==> src/rtl/ram_arbiter.sv <==
// ram_arbiter
//   Shares the single-port data RAM between the control unit (port 0) and a
//   secondary requester (port 1, debug/DMA loader). At most one access is
//   granted per cycle. Port 0 has fixed priority. A saturating starvation
//   counter promotes port 1 once it has been denied STARVE_LIMIT cycles in a
//   row. Granted commands are registered onto the RAM bus. Read data returns
//   to the owning port three cycles after the grant.
//
// Ports
//   clk                  single clock, all state on posedge
//   reset                asynchronous, active-low reset
//   enable               arbitration enable (low blocks new grants only)
//   pX_req/we/addr/wdata requester command, held stable until granted
//   pX_gnt               combinational accept for this cycle
//   pX_rdata/pX_rvalid   registered read data and its one-cycle valid pulse
//   ram_en/we/addr/wdata registered RAM command bus
//   ram_rdata            synchronous RAM read data, valid the cycle after ram_en
module ram_arbiter #(
  parameter int ADDR_W       = 8,
  parameter int DATA_W       = 8,
  parameter int STARVE_LIMIT = 4
) (
  input  logic              clk,
  input  logic              reset,
  input  logic              enable,
  input  logic              p0_req,
  input  logic              p0_we,
  input  logic [ADDR_W-1:0] p0_addr,
  input  logic [DATA_W-1:0] p0_wdata,
  input  logic              p1_req,
  input  logic              p1_we,
  input  logic [ADDR_W-1:0] p1_addr,
  input  logic [DATA_W-1:0] p1_wdata,
  output logic              p0_gnt,
  output logic              p1_gnt,
  output logic [DATA_W-1:0] p0_rdata,
  output logic [DATA_W-1:0] p1_rdata,
  output logic              p0_rvalid,
  output logic              p1_rvalid,
  output logic              ram_en,
  output logic              ram_we,
  output logic [ADDR_W-1:0] ram_addr,
  output logic [DATA_W-1:0] ram_wdata,
  input  logic [DATA_W-1:0] ram_rdata
);

  localparam logic [7:0] LP_LIMIT = 8'(STARVE_LIMIT);

  logic [7:0]        r_starve_cnt;
  logic              r_tag_vld_p1;
  logic              r_tag_port_p1;
  logic              r_tag_vld_p2;
  logic              r_tag_port_p2;

  logic              w_arb_ok;
  logic              w_p1_pri;
  logic              w_any_gnt;
  logic              w_sel_we;
  logic [ADDR_W-1:0] w_sel_addr;
  logic [DATA_W-1:0] w_sel_wdata;

  // Grant decision (combinational, cycle N). Holding reset low also forces
  // the grants off so no command can be accepted while state is cleared.
  assign w_arb_ok  = enable & reset;
  assign w_p1_pri  = p1_req & (r_starve_cnt >= LP_LIMIT);
  assign p1_gnt    = w_arb_ok & p1_req & (w_p1_pri | ~p0_req);
  assign p0_gnt    = w_arb_ok & p0_req & ~w_p1_pri;
  assign w_any_gnt = p0_gnt | p1_gnt;

  assign w_sel_we    = p1_gnt ? p1_we    : p0_we;
  assign w_sel_addr  = p1_gnt ? p1_addr  : p0_addr;
  assign w_sel_wdata = p1_gnt ? p1_wdata : p0_wdata;

  // Starvation counter: counts every cycle port 1 waits, including cycles
  // where enable is low, so the promotion is already armed when it returns.
  always_ff @(posedge clk or negedge reset) begin
    if (!reset) begin
      r_starve_cnt <= 8'd0;
    end else if (!p1_req || p1_gnt) begin
      r_starve_cnt <= 8'd0;
    end else if (r_starve_cnt != 8'hFF) begin
      r_starve_cnt <= r_starve_cnt + 8'd1;
    end
  end

  // Command stage (cycle N+1). Address and write data hold when idle.
  always_ff @(posedge clk or negedge reset) begin
    if (!reset) begin
      ram_en    <= 1'b0;
      ram_we    <= 1'b0;
      ram_addr  <= '0;
      ram_wdata <= '0;
    end else if (w_any_gnt) begin
      ram_en    <= 1'b1;
      ram_we    <= w_sel_we;
      ram_addr  <= w_sel_addr;
      ram_wdata <= w_sel_wdata;
    end else begin
      ram_en    <= 1'b0;
      ram_we    <= 1'b0;
    end
  end

  // Read tag pipeline: stage p1 lines up with the RAM command, stage p2 with
  // the RAM output. Only reads carry a valid tag.
  always_ff @(posedge clk or negedge reset) begin
    if (!reset) begin
      r_tag_vld_p1  <= 1'b0;
      r_tag_port_p1 <= 1'b0;
      r_tag_vld_p2  <= 1'b0;
      r_tag_port_p2 <= 1'b0;
    end else begin
      r_tag_vld_p1  <= w_any_gnt & ~w_sel_we;
      r_tag_port_p1 <= p1_gnt;
      r_tag_vld_p2  <= r_tag_vld_p1;
      r_tag_port_p2 <= r_tag_port_p1;
    end
  end

  // Return stage (cycle N+3): capture RAM data into the owning port only.
  always_ff @(posedge clk or negedge reset) begin
    if (!reset) begin
      p0_rdata  <= '0;
      p1_rdata  <= '0;
      p0_rvalid <= 1'b0;
      p1_rvalid <= 1'b0;
    end else begin
      p0_rvalid <= r_tag_vld_p2 & ~r_tag_port_p2;
      p1_rvalid <= r_tag_vld_p2 &  r_tag_port_p2;
      if (r_tag_vld_p2 && !r_tag_port_p2) p0_rdata <= ram_rdata;
      if (r_tag_vld_p2 &&  r_tag_port_p2) p1_rdata <= ram_rdata;
    end
  end

endmodule

==> config.mk <==
export PLATFORM = sky130hd
export DESIGN_NAME = ram_arbiter
export DESIGN_NICKNAME = d
export VERILOG_FILES = /design/src/rtl/ram_arbiter.sv
export SDC_FILE = /design/constraint.sdc
export NUM_CORES = 1
export LEC_CHECK = 0
export ABC_AREA = 1
export CAP_MARGIN = 10
export CORE_MARGIN = 10
export CORE_UTILIZATION = 39
export DETAILED_ROUTE_END_ITERATION = 7
export GPL_TIMING_DRIVEN = 1
export PLACE_DENSITY_LB_ADDON = 0.2
export SLEW_MARGIN = 20
export SYNTH_ARGS = -nofsm -noshare
export SYNTH_HDL_FRONTEND = slang
export SYNTH_SLANG_ARGS = --single-unit
==> constraint.sdc <==
create_clock -name clk -period 2.12 [get_ports clk]
set_input_delay 0.53 -clock clk [delete_from_list [all_inputs] [get_ports clk]]
set_output_delay 0.53 -clock clk [all_outputs]
set_load 0.05 [all_outputs]
==> metrics, run 1 <==
Inst Count DP=about 430; CTS Buffer Depth=2; Initial Utilization=between 40% and 50%; slowest stage delay, CP=0.51 ns; DR pass1 iterations=4; clk_lat worst skew=0.29 ns; number of global-route vias before repair=1972; Placer Congestion=0.786; syn_nets=approximately 320; top post-synthesis cells by area=dfrtp_1, nand2_1, inv_1; Worst setup SP type=input pin; Post-synth EDFFs=0; Achievable Freq=approximately 0.5 GHz; die area=9070 um^2; Syn Std Cell Area=2210 um^2; via density per instance=4.50; Synth Flop Type=dfrtp_1; crit path DAT=1.52 ns; final count of pins violating max slew=0; top-count cell post-synth=nand2_1; Psw=986 uW; Synth top area share=54.4%; met3 Use GR=6.36%; status=completed; CP Cell Sequence=clkdlybuf4s50_1 > and3_4 > nand2_4 > inv_2 > buf_12; estimated wirelength of the detail-placed design=~4300 um; dpl cell area=3160 um^2; combinational share of power=37.8%; Synth async-reset ratio=100%; Most Crowded Layer GR=met2; Tcrit/Tclk final=96.5%; internal power=1.61 mW; worst-path fanout max=3; die height=95.2 um; Synth warnings=0; clock power share=19.6%; Yosys top cell by area=dfrtp_1; H-Tree Level Count=2; Final Critical Period=between 2 and 2.5 ns; Max Clock Skew=0.00862 ns; Max rail drop VDD=374 uV; Distinct cells, synth=22; WL/cell=approximately 13 um; wirelength, routed=5550 um; CP top delay family=buffers and inverters; Crit path required time=1.59 ns; register area share after synthesis=a little over half; max_slew headroom=62.4%; Layout fillers=between 500 and 600; Reg power frac=between 40 and 50%; multi-input logic area=777 um^2; grt met1 use=15.1%; Layout Nets=409; Core Area=5510 um^2; sw frac=roughly 38%; fin cells=roughly 430; Cells after Synth=between 200 and 300; Buf/Inv on CP=3; Die Span X=95.2 um; Syn Area/Cell=8.20 um^2; clock sinks=48; CTS tree=built; Pwr Density=800 nW/um^2; Setup CP Type=in2out; ant diodes=0; GR Util met2=20.2%; CTS Hold Bufs=0; register area=approximately 1200 um^2; initial antenna violation count=0; Post-synth top cells=nand2_1, inv_1, dfrtp_1; number of port buffers=between 80 and 90; area delta synth->final=47.1%; via count=1946; setup_tns=0 ns; root buffer cell=clkbuf_8; Routed Antenna Nets=0; pre-CTS WS=-0.00198 ns; HP Class=in2async; CTS Buf Count=5; Least-Margin Pin Slew=between 0.5 and 0.6 ns; RSZ-0062 raised after global routing=no; gr usage total=12.7%; endpoints failing hold=0; Reg clk slew, reported paths=0.08 ns; GRT overflow=0; IO Count=85; Leak=1.69 nW; maximum number of pins on one net before global-route repair=47; CP endpoint kind=output pin; DRC viols=0; Max Cap Violations=0; Final Setup Violations=0; first-pass GRT wire length=approximately 9300 um; iteration-0 DRC count of the detailed router=between 50 and 60; final core utilization=59.0%; layout cells sized above 1=under 10%; Yosys reg bits=48; cell area after layout=3250 um^2; CP max-delay cell=clkdlybuf4s50_1; num rows=27; post-route setup slack=0.0740 ns
cells in the final DEF (no fill, tap or decap), drive strengths merged:
| cell | instances |
|---|---|
| xor2 | 4 |
| nand3 | 34 |
| nor2 | 11 |
| xnor2 | 1 |
| nand2 | 80 |
| nand3b | 1 |
| clkinv | 1 |
| nand4 | 1 |
| buf | 15 |
| ha | 2 |
| inv | 51 |
| o21ai | 17 |
| o211ai | 1 |
| clkbuf | 5 |
| clkdlybuf4s50 | 77 |
| clkinvlp | 1 |
| a21oi | 7 |
| dfrtp | 48 |
| nor3 | 2 |
| and3 | 1 |
final timing paths:
kind	start	endpoint	slack, ns	cells past startpoint
max in group asynchronous	reset	ram_addr[0]	1.30	2
min in group clk	r_tag_port_p1	r_tag_port_p2	0.36	0
setup reg to reg	r_starve_cnt[6]	r_starve_cnt[1]	0.48	8
setup / recovery	enable	p1_gnt	0.07	5
hold reg to reg	r_tag_port_p1	r_tag_port_p2	0.36	0
hold / removal	reset	ram_wdata[6]	0.05	1
final cells by class:
cell class                 count  share of cell area [%]
inverter                      51                    5.90
sequential                    48                    37.0
multi-input combinational    162                    23.9
clock inverter                 2                   0.385
clock buffer                   5                    2.12
tap                           72                    2.77
timing repair buffer          92                    27.9
timing repair:
action / CTS / global route
hold endpoints to repair: 0 / 0
setup buffers: 0 / 0
resized for setup: 1 / 2
setup endpoints to repair: 1 / 2
cells by family (layout without fill, tap and decap cells):
kind of cell / Yosys count / after routing / synth area share (%)
AO/OA/AOI/OAI: 25 / 25 / 6.01
XOR/XNOR: 5 / 5 / 1.98
adder cells (fa/ha/maj): 2 / 2 / 1.13
buffers and inverters: 59 / 150 / 10.7
flip-flops: 48 / 48 / 54.4
AND/OR/NAND/NOR: 130 / 130 / 25.7
flip-flops by register name, indices dropped and copies added (netlist names):
| signal | flops |
|---|---|
| p0_rvalid | 1 |
| p1_rvalid | 1 |
| p0_rdata | 8 |
| r_tag_vld_p1 | 1 |
| r_tag_port_p1 | 1 |
| r_tag_vld_p2 | 1 |
| ram_addr | 8 |
| r_tag_port_p2 | 1 |
| ram_we | 1 |
| ram_wdata | 8 |
| r_starve_cnt | 8 |
| p1_rdata | 8 |
| ram_en | 1 |
worst reg2reg max path, cell delays in order, from the launching register on:
cell     delay [ns]
dfrtp_1        0.43
nor2_1         0.12
nand3_1        0.09
nand2_1        0.11
nand2_4        0.08
nand2_4        0.07
buf_4          0.22
nand2_1        0.25
a21oi_1        0.20
per-stage QoR:
step	hold slack [ns]	power, mW
3_5_place_dp	0.337	2.12
4_1_cts	0.0471	2.63
5_1_grt	0.0405	2.74
3_3_place_gp	0.332	2.11
2_1_floorplan	0.234	1.70
6_report	0.0508	2.60
power groups by stage:
stage | combinational (mW) | sequential [mW] | clock, mW
after floorplan | 0.163 | 1.54 | 0
after global placement | 0.985 | 1.12 | 0
after detailed placement | 0.995 | 1.12 | 0
after CTS | 0.996 | 1.11 | 0.529
after global routing | 1.05 | 1.13 | 0.568
final | 0.982 | 1.11 | 0.509
metal layers:
metal / part of all wire, % / vias up
li1: - / 999
met1: 44 / 886
met2: 45 / 57
met3: 11 / 4
met4: 0.34 / 0
met5: 0 / -
(Power assumes the default switching activity.)
==> inputs of run 2 (changes only) <==
--- a/config.mk
+++ b/config.mk
@@ -6,12 +6,12 @@
 export NUM_CORES = 1
 export LEC_CHECK = 0
 export ABC_AREA = 1
-export CAP_MARGIN = 10
+export CAP_MARGIN = 20
 export CORE_MARGIN = 10
 export CORE_UTILIZATION = 39
 export DETAILED_ROUTE_END_ITERATION = 7
 export GPL_TIMING_DRIVEN = 1
-export PLACE_DENSITY_LB_ADDON = 0.2
+export PLACE_DENSITY = 0.73
 export SLEW_MARGIN = 20
 export SYNTH_ARGS = -nofsm -noshare
 export SYNTH_HDL_FRONTEND = slang
==> constraint.sdc (replaced) <==
create_clock -name clk -period 2.12 [get_ports clk]
set_input_delay 0.53 -clock clk [delete_from_list [all_inputs] [get_ports clk]]
set_output_delay 0.53 -clock clk [all_outputs]
set_load 0.01 [all_outputs]
==> run 2 against run 1 <==
  * Maximum frequency is 0.47% higher
  * Critical path type unchanged
  * Largest power group unchanged
  * Utilization is 0.77 points higher
  * Largest cell class unchanged
  * Highest routed layer unchanged
  * Sequential power hardly changed
==> metrics, run 2 (synthesis results as in run 1) <==
status=completed; initial antenna violation count=0; area delta synth->final=49.0%; number of port buffers=84; Max rail drop VDD=349 uV; DRC viols=0; Layout fillers=495; fin cells=approximately 440; CTS Buffer Depth=2; die area=9070 um^2; die height=95.2 um; setup_tns=0 ns; H-Tree Level Count=2; setup bufs post-CTS=0; CP Cell Sequence=clkdlybuf4s50_1 > and3_4 > nand2_4 > inv_1 > buf_2; layout cells sized above 1=8.22%; CTS tree=built; worst-path fanout max=3; Reg clk slew, reported paths=0.08 ns; CP top delay family=buffers and inverters; Final Critical Period=about 2 ns; Least-Margin Pin Slew=0.458 ns; Tcrit/Tclk final=96.1%; combinational share of power=between 20% and 30%; first-pass GRT wire length=9030 um; most common cell after layout, fill and taps aside=clkdlybuf4s50_1; CP endpoint kind=output pin; Reg power frac=46.5%; commonest non-fill, non-tap cells in the layout=clkdlybuf4s50_1, nand2_1, inv_1; Buf/Inv on CP=3; number of global-route vias before repair=1955; Leak=1.72 nW; Crit path required time=1.59 ns; reg2reg end=r_starve_cnt[3]; crit path DAT=1.51 ns; GRT overflow=0; sw frac=26.6%; Achievable Freq=between 0.4 and 0.5 GHz; CTS Buf Count=5; Placer Congestion=0.851; iteration-0 DRC count of the detailed router=37; Worst R2R Path Depth=8; reg2reg setup slack=0.51 ns; reg-to-reg critical path startpoint=r_starve_cnt[3]; gr usage total=12.5%; Max Cap Violations=0; RSZ-0062 raised after global routing=no; root buffer cell=clkbuf_8; WL/cell=around 13 um; Core Area=~5500 um^2; Inst Count DP=between 400 and 500; HP Class=in2async; Die Span X=95.2 um; Final Setup Violations=0; wirelength, routed=5510 um; Routed Antenna Nets=0; internal power=1.75 mW; via count=1933; num rows=27; Psw=633 uW; via density per instance=4.42; clock sinks=48; ant diodes=0; final count of pins violating max slew=0; estimated wirelength of the detail-placed design=around 4300 um; pre-CTS WS=-0.372 ns; Crit. Startpoint=p1_req; Layout Nets=413; CTS Hold Bufs=0; slowest stage delay, CP=0.50 ns; Worst setup SP type=input pin; CP max-delay cell=clkdlybuf4s50_1; maximum number of pins on one net before global-route repair=24; post-route setup slack=0.0835 ns; Max Clock Skew=0.00609 ns; clock power share=27.8%; Pwr Density=724 nW/um^2; Power Total=2.38 mW; max_slew headroom=between 60 and 70%; DR pass1 iterations=4; Setup CP Type=in2out; IO Count=85; endpoints failing hold=0; Hold Slack=roughly 0.18 ns; Initial Utilization=40.1%; clk_lat worst skew=0.30 ns
## run 2: area by class of cell
type / count / area (um^2) / area share [%]
tap: 72 / 90.1 / 2.74
sequential: 48 / 1200 / 36.5
inverter: 51 / 191 / 5.82
clock buffer: 5 / 68.8 / 2.09
timing repair buffer: 96 / 916 / 27.8
multi-input combinational: 162 / 774 / 23.5
clock inverter: 3 / 47.5 / 1.45
## run 2: layer usage
layer	wire length, um	vias up	track usage, %
li1	-	1013	-
met5	0	-	0
met2	2690	51	21.0
met1	2240	864	13.3
met3	527	5	6.44
met4	65	0	4.11
## run 2: worst max-delay path by stage
stage | end | slack, ns | cells after the start
floorplan | p1_gnt | 0.45 | 5
global placement | p1_gnt | -0.36 | 5
detailed placement | p1_gnt | -0.37 | 5
CTS | p0_gnt | 0.004 | 5
global route | p1_gnt | 0.02 | 6
finish | p1_gnt | 0.08 | 5
## run 2: power by group through the flow
stage / sequential, mW / combinational [mW] / clock (mW)
4_1_cts: 1.11 / 0.626 / 0.685
6_report: 1.11 / 0.610 / 0.662
5_1_grt: 1.13 / 0.672 / 0.727
2_1_floorplan: 1.18 / 0.159 / 0
3_5_place_dp: 1.13 / 0.623 / 0
3_3_place_gp: 1.12 / 0.616 / 0
## run 2: repair_timing
action                     in CTS  in global routing
resized for setup               6                  2
cloned                          0                  0
setup endpoints to repair       2                  1
## run 2: per-stage QoR
step | utilization, % | instance area, um^2
5_1_grt | 59.7 | 3290
3_3_place_gp | 57.7 | 3180
3_5_place_dp | 57.7 | 3180
2_1_floorplan | - | 2210
4_1_cts | 59.8 | 3290
6_report | 59.7 | 3290
## run 2: worst register-to-register path: stages (launching register included)
cell and delay (ns):
dfrtp_1 0.42, nor2_1 0.11, nand3_1 0.10, nand2_1 0.11, nand2_4 0.08, nand2_4 0.06
buf_4 0.22, nand2_1 0.24, a21oi_1 0.18
